`config.mk`:
```
export PLATFORM = sky130hd
export DESIGN_NAME = pipeline_foreground_fetch
export DESIGN_NICKNAME = d
export VERILOG_FILES = /design/src/rtl/pipeline_foreground_fetch.sv
export SDC_FILE = /design/constraint.sdc
export NUM_CORES = 1
export LEC_CHECK = 0
export BUFFER_PORTS_ARGS = -buffer_cell sky130_fd_sc_hd__buf_4
export CORE_UTILIZATION = 45
export DETAILED_ROUTE_END_ITERATION = 10
export SLEW_MARGIN = 40
export SYNTH_ARGS = -nofsm -noshare
export SYNTH_HDL_FRONTEND = slang
export SYNTH_SLANG_ARGS = --single-unit
```
`constraint.sdc`:
```
create_clock -name clk -period 8.7 [get_ports clk]
set_input_delay 0 -clock clk [delete_from_list [all_inputs] [get_ports clk]]
set_output_delay 0 -clock clk [all_outputs]
set_load 0.03 [all_outputs]
```
`src/rtl/pipeline_foreground_fetch.sv`:
```
// Foreground pixel fetch: fixed-latency SRAM reads for the render pipeline, with
// frame writes queued in a small FIFO and issued only in slots no read needs.
module pipeline_foreground_fetch #(
  parameter int FETCH_LATENCY = 4,
  parameter int WFIFO_DEPTH   = 8
) (
  input  logic        clk,
  input  logic        rst,
  input  logic [9:0]  req_x,
  input  logic [9:0]  req_y,
  input  logic        req_active,
  output logic [15:0] fg_pixel_out,
  output logic        fg_pixel_skip,
  input  logic        wr_valid,
  output logic        wr_ready,
  input  logic [9:0]  wr_x,
  input  logic [9:0]  wr_y,
  input  logic [15:0] wr_data,
  output logic        wr_overflow,
  output logic [18:0] sram_addr,
  output logic        sram_we_n,
  output logic        sram_oe_n,
  output logic [15:0] sram_data_out,
  output logic        sram_data_oe,
  input  logic [15:0] sram_data_in
);

  localparam int AW = $clog2(WFIFO_DEPTH);
  localparam int CW = AW + 1;
  localparam logic [CW-1:0] FULL_COUNT = CW'(WFIFO_DEPTH);

  logic          read_slot;
  logic [18:0]   req_addr;
  logic          wr_in_range;
  logic          push;
  logic          pop;
  logic [AW-1:0] wptr;
  logic [AW-1:0] rptr;
  logic [CW-1:0] count;
  logic [34:0]   fifo_mem [WFIFO_DEPTH];
  logic [1:0]    rd_vld;
  logic [16:0]   pipe [FETCH_LATENCY-1];

  assign read_slot   = req_active && (req_x < 10'd640) && (req_y < 10'd480);
  assign req_addr    = {req_y[8:0], req_x};
  assign wr_in_range = (wr_x < 10'd640) && (wr_y < 10'd480);

  // Write handshake: a transfer happens on an edge where wr_valid && wr_ready;
  // wr_ready depends only on occupancy, never on wr_valid. Out-of-range
  // transfers complete the handshake but are dropped instead of queued.
  assign wr_ready = (count != FULL_COUNT);
  assign push     = wr_valid && wr_ready && wr_in_range;
  assign pop      = !read_slot && (count != '0);

  always_ff @(posedge clk) begin
    if (push) fifo_mem[wptr] <= {wr_y[8:0], wr_x, wr_data};
  end

  always_ff @(posedge clk or posedge rst) begin
    if (rst) begin
      wptr        <= '0;
      rptr        <= '0;
      count       <= '0;
      wr_overflow <= 1'b0;
    end else begin
      if (push) wptr <= wptr + 1'b1;
      if (pop)  rptr <= rptr + 1'b1;
      case ({push, pop})
        2'b10:   count <= count + 1'b1;
        2'b01:   count <= count - 1'b1;
        default: count <= count;
      endcase
      if (wr_valid && !wr_ready) wr_overflow <= 1'b1;
    end
  end

  // One SRAM bus cycle per edge: a read if requested, else the oldest write.
  always_ff @(posedge clk or posedge rst) begin
    if (rst) begin
      sram_addr     <= '0;
      sram_we_n     <= 1'b1;
      sram_oe_n     <= 1'b1;
      sram_data_oe  <= 1'b0;
      sram_data_out <= '0;
    end else if (read_slot) begin
      sram_addr    <= req_addr;
      sram_oe_n    <= 1'b0;
      sram_we_n    <= 1'b1;
      sram_data_oe <= 1'b0;
    end else if (pop) begin
      {sram_addr, sram_data_out} <= fifo_mem[rptr];
      sram_we_n    <= 1'b0;
      sram_oe_n    <= 1'b1;
      sram_data_oe <= 1'b1;
    end else begin
      sram_we_n    <= 1'b1;
      sram_oe_n    <= 1'b1;
      sram_data_oe <= 1'b0;
    end
  end

  // rd_vld[1] marks that sram_data_in belongs to a read at this edge; the
  // result then rides pipe[] so every request lands exactly FETCH_LATENCY later.
  always_ff @(posedge clk or posedge rst) begin
    if (rst) begin
      rd_vld <= '0;
      for (int i = 0; i < FETCH_LATENCY - 1; i++) pipe[i] <= {1'b1, 16'h0000};
    end else begin
      rd_vld  <= {rd_vld[0], read_slot};
      pipe[0] <= {!rd_vld[1], rd_vld[1] ? sram_data_in : 16'h0000};
      for (int i = 1; i < FETCH_LATENCY - 1; i++) pipe[i] <= pipe[i-1];
    end
  end

  assign fg_pixel_skip = pipe[FETCH_LATENCY-2][16];
  assign fg_pixel_out  = pipe[FETCH_LATENCY-2][15:0];

endmodule

```
# ---- After elaboration in Yosys (flattened, before gate mapping)
# Memories as Yosys holds them, arrays and structs flattened.
# Cells that the tools add are included.
dict set report word_totals {
  out_inout_bits 57
  mem_bits_rw 280
  word_cells 51
  reg_bits 102
  inputBits 76
  mem_count 1
}
# memory depth word_bits rd rd_clocked_by_memory_dff write_ports line
set memory_table {}
lappend memory_table {fifo_mem 8 35 1 0 1 40} ;# logic [34:0] fifo_mem [WFIFO_DEPTH];
dict set report op_classes {
  muxes 11
  n_addsub 4
  reduce_logical 14
  order_cmp 4
  bitwise_logic 1
  n_eq_ne 3
}
# cell count
set ops {}
lappend ops {{$mux W19} 2}
lappend ops {{$lt A10 B10 Y1 const B} 2}
lappend ops {{$lt A10 B9 Y1 const B} 2}
lappend ops {{$mux W16} 1}
lappend ops {{$pmux W4 S2} 1}
lappend ops {{$logic_and A1 B1 Y1} 7}
lappend ops {{$mux W1} 7}
lappend ops {{$add A3 B1 Y3 const B} 2}
lappend ops {{$add A4 B1 Y4 const B} 1}
lappend ops {{$ne A4 B4 Y1 const B} 1}
lappend ops {{$reduce_bool A2 Y1} 2}
lappend ops {{$reduce_bool A4 Y1} 1}
lappend ops {{$sub A4 B1 Y4 const B} 1}
lappend ops {{$logic_not A1 Y1} 3}
lappend ops {{$eq A2 B1 Y1 const B} 1}
lappend ops {{$eq A2 B2 Y1 const B} 1}
lappend ops {{$reduce_and A2 Y1} 1}
lappend ops {{$not A1 Y1} 1}

# ---- Longest topological paths before layout
dict set report logic_depth {
  depth_word 7
  depth_mapped 11
  mapped_depth_nobuf 9
}

# ---- Worst setup path after synthesis
# OpenSTA, ideal clock, no wires.
dict set report synth_path {
  kind {register -> register}
  startpoint {register count[3]}
  endpoint {memory fifo_mem[1][0], enable pin}
  path_buffers 0
  t_arrival_ns 3.656
  period_less_slack_ns 4.127
  t_required_ns 8.229
  setup_time_ns 0.471
  path_stages_with_launch 5
  setup_slack_ns 4.573
  cell_sequence {dfrtp_1 > or4b_4 > nand4_1 > or2_2 > nor3_1}
}
dict set report synth_via {
  elab_chain_cells 5
}
# element line
set synth_lines {}
lappend synth_lines {{from (decl)} 39} ;# logic [CW-1:0] count;
lappend synth_lines {{from (signal assigned)} 69} ;# 2'b10: count <= count + 1'b1;
lappend synth_lines {{from (signal assigned)} 70} ;# 2'b01: count <= count - 1'b1;
lappend synth_lines {{from (signal assigned)} 71} ;# default: count <= count;
lappend synth_lines {{$ne A4 B4 Y1} 51} ;# assign wr_ready = (count != FULL_COUNT);
lappend synth_lines {{via wr_ready} 15} ;# output logic wr_ready,
lappend synth_lines {{$logic_and A1 B1 Y1 (2 in series)} 52} ;# assign push = wr_valid && wr_ready && wr_in_range;
lappend synth_lines {{$mux W1} 56} ;# if (push) fifo_mem[wptr] <= {wr_y[8:0], wr_x, wr_data};
lappend synth_lines {{$mux W1 (not written as such)} 56}
lappend synth_lines {{to (decl)} 40}
# The timed path passes the listed nets, and every way through them passes these cells.

# ---- Final worst setup path
dict set report layout_path {
  startpoint {register count[1]}
  endpoint {register count[2]}
}
dict set report layout_via {
  elab_chain_cells 5
  elab_cells_between_ends 11
  classes_between {add/sub (2); eq/ne (3); mux (1); reduce/logical (5)}
}
# element line
set layout_lines {}
lappend layout_lines {{$ne A4 B4 Y1} 51}
lappend layout_lines {{$logic_and A1 B1 Y1 (2 in series)} 52}
lappend layout_lines {{$eq A2 B1 Y1 / $eq A2 B2 Y1 (equally long branches)} 68} ;# case ({push, pop})
lappend layout_lines {{$pmux W4 S2 / $reduce_bool A2 Y1 (equally long branches)} -}
# Parallel ways exist; a longest one is shown, timed or not.
# A chain may end at the register's enable or synchronous reset.

==> results.txt <==
----------------------------------------------------
[Global route]
  Residual overflow from global routing ... 0
  GRT Total Usage ... 18.8%
  Largest net degree at the start of global routing ... 82
  First-pass GRT wire length ... between 40 and 50 mm
  Antenna violations before repair ... 0
  Vias in the first global route ... ~7600

[Drt]
  Post-DRT Antenna Nets ... 0
  Post-route DRC violation count ... 19
  Drt total wl ... 29.5 mm
  Number of design-rule violations left by the first detailed-router iteration ... 355
  Routed length per placed instance ... 22.0 um
  Post-DR vias/cell ... 5.22
  Router iterations before antenna repair ... 8
  Number of vias after detailed routing ... roughly 7000

[Logic synthesis]
  Post-synth net total ... 785
  Post-Synthesis Cell Area ... approximately 14000 um2
  Syn. warnings ... 0
  Most area-hungry cell type in the Yosys netlist ... sky130_fd_sc_hd__edfxtp_1
  Share of flip-flops with an asynchronous set or reset ... 26.7%
  Fraction of post-synthesis cell area in the top cell type by area ... 59.0%
  Yosys reg bits ... 382
  Post-synthesis sequential area ratio ... 77.0%
  Count leader, synth ... sky130_fd_sc_hd__edfxtp_1
  Count of different cell masters after synthesis ... 35
  Largest cells by area after synthesis ... sky130_fd_sc_hd__edfxtp_1, sky130_fd_sc_hd__dfrtp_1, sky130_fd_sc_hd__mux4_2
  Average cell area after synthesis ... 20.2 um2
  Commonest register cell after synthesis ... sky130_fd_sc_hd__edfxtp_1
  Gate count after technology mapping ... 704
  Cell types with the highest counts after synthesis ... sky130_fd_sc_hd__edfxtp_1, sky130_fd_sc_hd__dfrtp_1, sky130_fd_sc_hd__mux4_2
  Post-synth EDFFs ... 280

[Clock tree]
  Max H-tree Level ... 2
  Clock root buffer master ... sky130_fd_sc_hd__clkbuf_16
  Deepest clock path buffer count ... 3
  Clock tree from TritonCTS ... yes
  Number of sinks driven by the clock tree ... 382
  # resized after CTS ... 0
  Clk Latency, worst-skew pair ... 0.52 ns
  Number of clock buffers inserted by TritonCTS ... 39
  Clock slew at the register clock pins of the worst setup and hold paths ... roughly 0.06 ns

[Timing]
  Final Hold Violating Endpoints ... 0
  Remaining max-slew budget at the tightest pin ... a little under half
  Upper clock frequency limit ... approximately 340 MHz
  RSZ-0062 raised after global routing ... no
  Setup TNS Final ... 0 ns
  Transition at the pin with the smallest max-transition slack ... 0.791 ns
  Final worst clock skew ... 0.0106 ns
  Number of max-slew violations in the final report ... 0
  Final Hold Slack ... 0.0116 ns
  Period minus WS final ... a little under 3 ns
  Setup violation total in the final timing report ... 0
  Final worst setup slack ... 5.75 ns
  Final worst-path cycle share ... 33.9%

[Setup path]
  CP arrival ... 3.35 ns
  Gate family responsible for the most delay along the worst path ... simple AND/OR/NAND/NOR gates
  Start of the worst register-to-register path ... count[1]$_DFFE_PP0P_
  CP Capture Point ... count[2]$_DFFE_PP0P_
  Critical path buffer and inverter count ... 1
  Peak per-stage delay on the critical path ... roughly 0.73 ns
  Setup slack of the most critical reg-to-reg path ... 5.75 ns
  CP max stage cell ... sky130_fd_sc_hd__nor4_1
  Most frequent cell on the critical path ... sky130_fd_sc_hd__xor2_1
  Endpoint required time on the critical path ... 9.09 ns
  Number of cells on the critical path ... 10
  Sort of element at the end of the critical path ... flop
  Critical path type ... reg -> reg
  Critical path startpoint ... count[1]$_DFFE_PP0P_
  Crit-path max FO ... 15
  List of cells traversed by the critical path ... nor4_1 > a31oi_4 > buf_16 > ha_1 > xor2_1 > ha_1 > a21oi_1 > xor2_1 > nor2_1 > xor2_1
  Endpoint of the lowest-slack register-to-register path ... count[2]$_DFFE_PP0P_
  Reg2reg path depth ... 10
  Type of element launching the critical path ... flop

[Job]
  MaxCap Viol Count ... 0

[Layout]
  Final nets ... 997
  Footprint of the multi-input gates ... 2980 um2
  Sequential standard cell area ... 11000 um2
  Final Non-Filler Cells ... approximately 1300
  Number of filler cells placed in the layout ... 2301
  Number of antenna repair diodes ... 0
  Area growth, synth to finish ... 24.9%
  Fraction of final layout cells with drive strength greater than 1 ... 32.9%

[Run status]
  Status ... finished, violations left
  Violations in the final reports ... design-rule violations

[Placed design]
  Inst Count DP ... 1199
  Worst-case setup slack after placement ... 5.67 ns
  Placer congestion estimate ... 0.759
  Count of buffers inserted at the top-level ports ... roughly 130
  Detailed Place HPWL ... 17.5 mm

[Die]
  Area of the placeable core ... 30800 um2
  Chip Height ... 180 um
  Starting Density ... 46.2%
  Overall die area ... 32400 um2
  Boundary pin count ... 133
  Rows ... 64
  Die Span X ... 180 um

[Worst hold path]
  Hold/Removal Path Class ... in -> async

[Power and ir drop]
  Ratio of total power to cell area ... slightly above 300 nW/um2
  Leak pwr ... ~6.7 nW
  Maximum vdd drop ... ~0.19 mV

----------------------------------------------------
flip-flops by register name, summed over array words and instances, names as in the netlist:
| signal | cells |
|---|---|
| pipe | 34 |
| wr_overflow | 1 |
| sram_we_n | 1 |
| sram_oe_n | 1 |
| count | 4 |
| sram_data_out | 16 |
| rptr | 3 |
| sram_addr | 19 |
| wptr | 3 |
| fg_pixel_out | 16 |
| fg_pixel_skip | 1 |
| sram_data_oe | 1 |
| fifo_mem | 280 |
| rd_vld | 2 |
what timing repair did:
item / 4_1_cts / 5_1_grt
hold buffers: 72 / 0
hold endpoints to repair: 337 / 0
buffers inserted: 0 / 0
cell usage in the layout (no fill, tap or decap), types with 7 or more instances in the layout:
master,n
sky130_fd_sc_hd__clkbuf_16,46
sky130_fd_sc_hd__a21o_1,19
sky130_fd_sc_hd__edfxtp_1,280
sky130_fd_sc_hd__mux4_2,70
sky130_fd_sc_hd__mux2i_1,35
sky130_fd_sc_hd__dfrtp_1,94
sky130_fd_sc_hd__dlygate4sd3_1,72
sky130_fd_sc_hd__a211oi_1,19
sky130_fd_sc_hd__clkinv_2,10
sky130_fd_sc_hd__buf_4,144
sky130_fd_sc_hd__nor2_1,38
sky130_fd_sc_hd__and2_1,16
sky130_fd_sc_hd__clkbuf_8,7
sky130_fd_sc_hd__a21oi_1,17
tightest hold or removal path, cell delays in order:
cell and delay, ns:
sky130_fd_sc_hd__dlygate4sd3_1 0.53, sky130_fd_sc_hd__buf_4 0.14, sky130_fd_sc_hd__inv_4 0.25
kinds of logic (layout without fill, tap and decap cells):
group / Yosys count / in the layout / synth area share [%]
buf+inv: 57 / 299 / 2.51
xor+xnor: 8 / 8 / 0.492
compound gates: 62 / 62 / 2.95
fa+ha+maj: 5 / 5 / 0.439
flops: 382 / 382 / 77.0
simple gates: 82 / 82 / 2.82
mux: 108 / 108 / 13.8
per-stage QoR:
stage                     util, %  area (um2)  power (W)
after global routing         57.7       17800    0.00579
after detailed placement     50.7       15600    0.00379
final                        57.7       17800    0.00555
after CTS                    57.7       17800    0.00561
after floorplan                 -       14200    0.00336
after global placement       50.5       15600    0.00373
per-layer routing:
metal	vias to the layer above	GRT usage (%)	share of wire (%)
li1	3166	-	-
met1	3578	25.8	44
met2	213	31.1	48
met3	46	3.18	5.2
met4	0	5.59	2.2
met5	-	0	0
power breakdown:
part           switching [W]  internal, W  total [W]
clock               0.000672      0.00112    0.00179
sequential          0.000190      0.00215    0.00234
combinational       0.000720     0.000696    0.00142
cell type report:
class / count / area share (%)
Timing Repair Buffer: 221 / 10.6
Inverter: 7 / 0.162
Sequential cell: 382 / 61.7
Multi-Input combinational cell: 265 / 16.7
Clock inverter: 18 / 1.09
Clock buffer: 53 / 6.96
Tap cell: 396 / 2.79
how the worst min path moves through the flow:
stage	from	slack, ns	cells after the start	endpoint
final	rst	0.01	3	fg_pixel_out[0]$_DFF_PP0_
after global routing	rst	0.03	3	pipe[22]$_DFF_PP0_
after CTS	rst	0.02	3	fg_pixel_out[0]$_DFF_PP0_
after detailed placement	rst	0.001	2	fg_pixel_out[1]$_DFF_PP0_
after global placement	rst	-0.009	2	fg_pixel_out[3]$_DFF_PP0_
after floorplan	wr_data[0]	0.1	0	fifo_mem[0][0]$_DFFE_PP_
No activity file was read; power rests on OpenSTA's default activity.
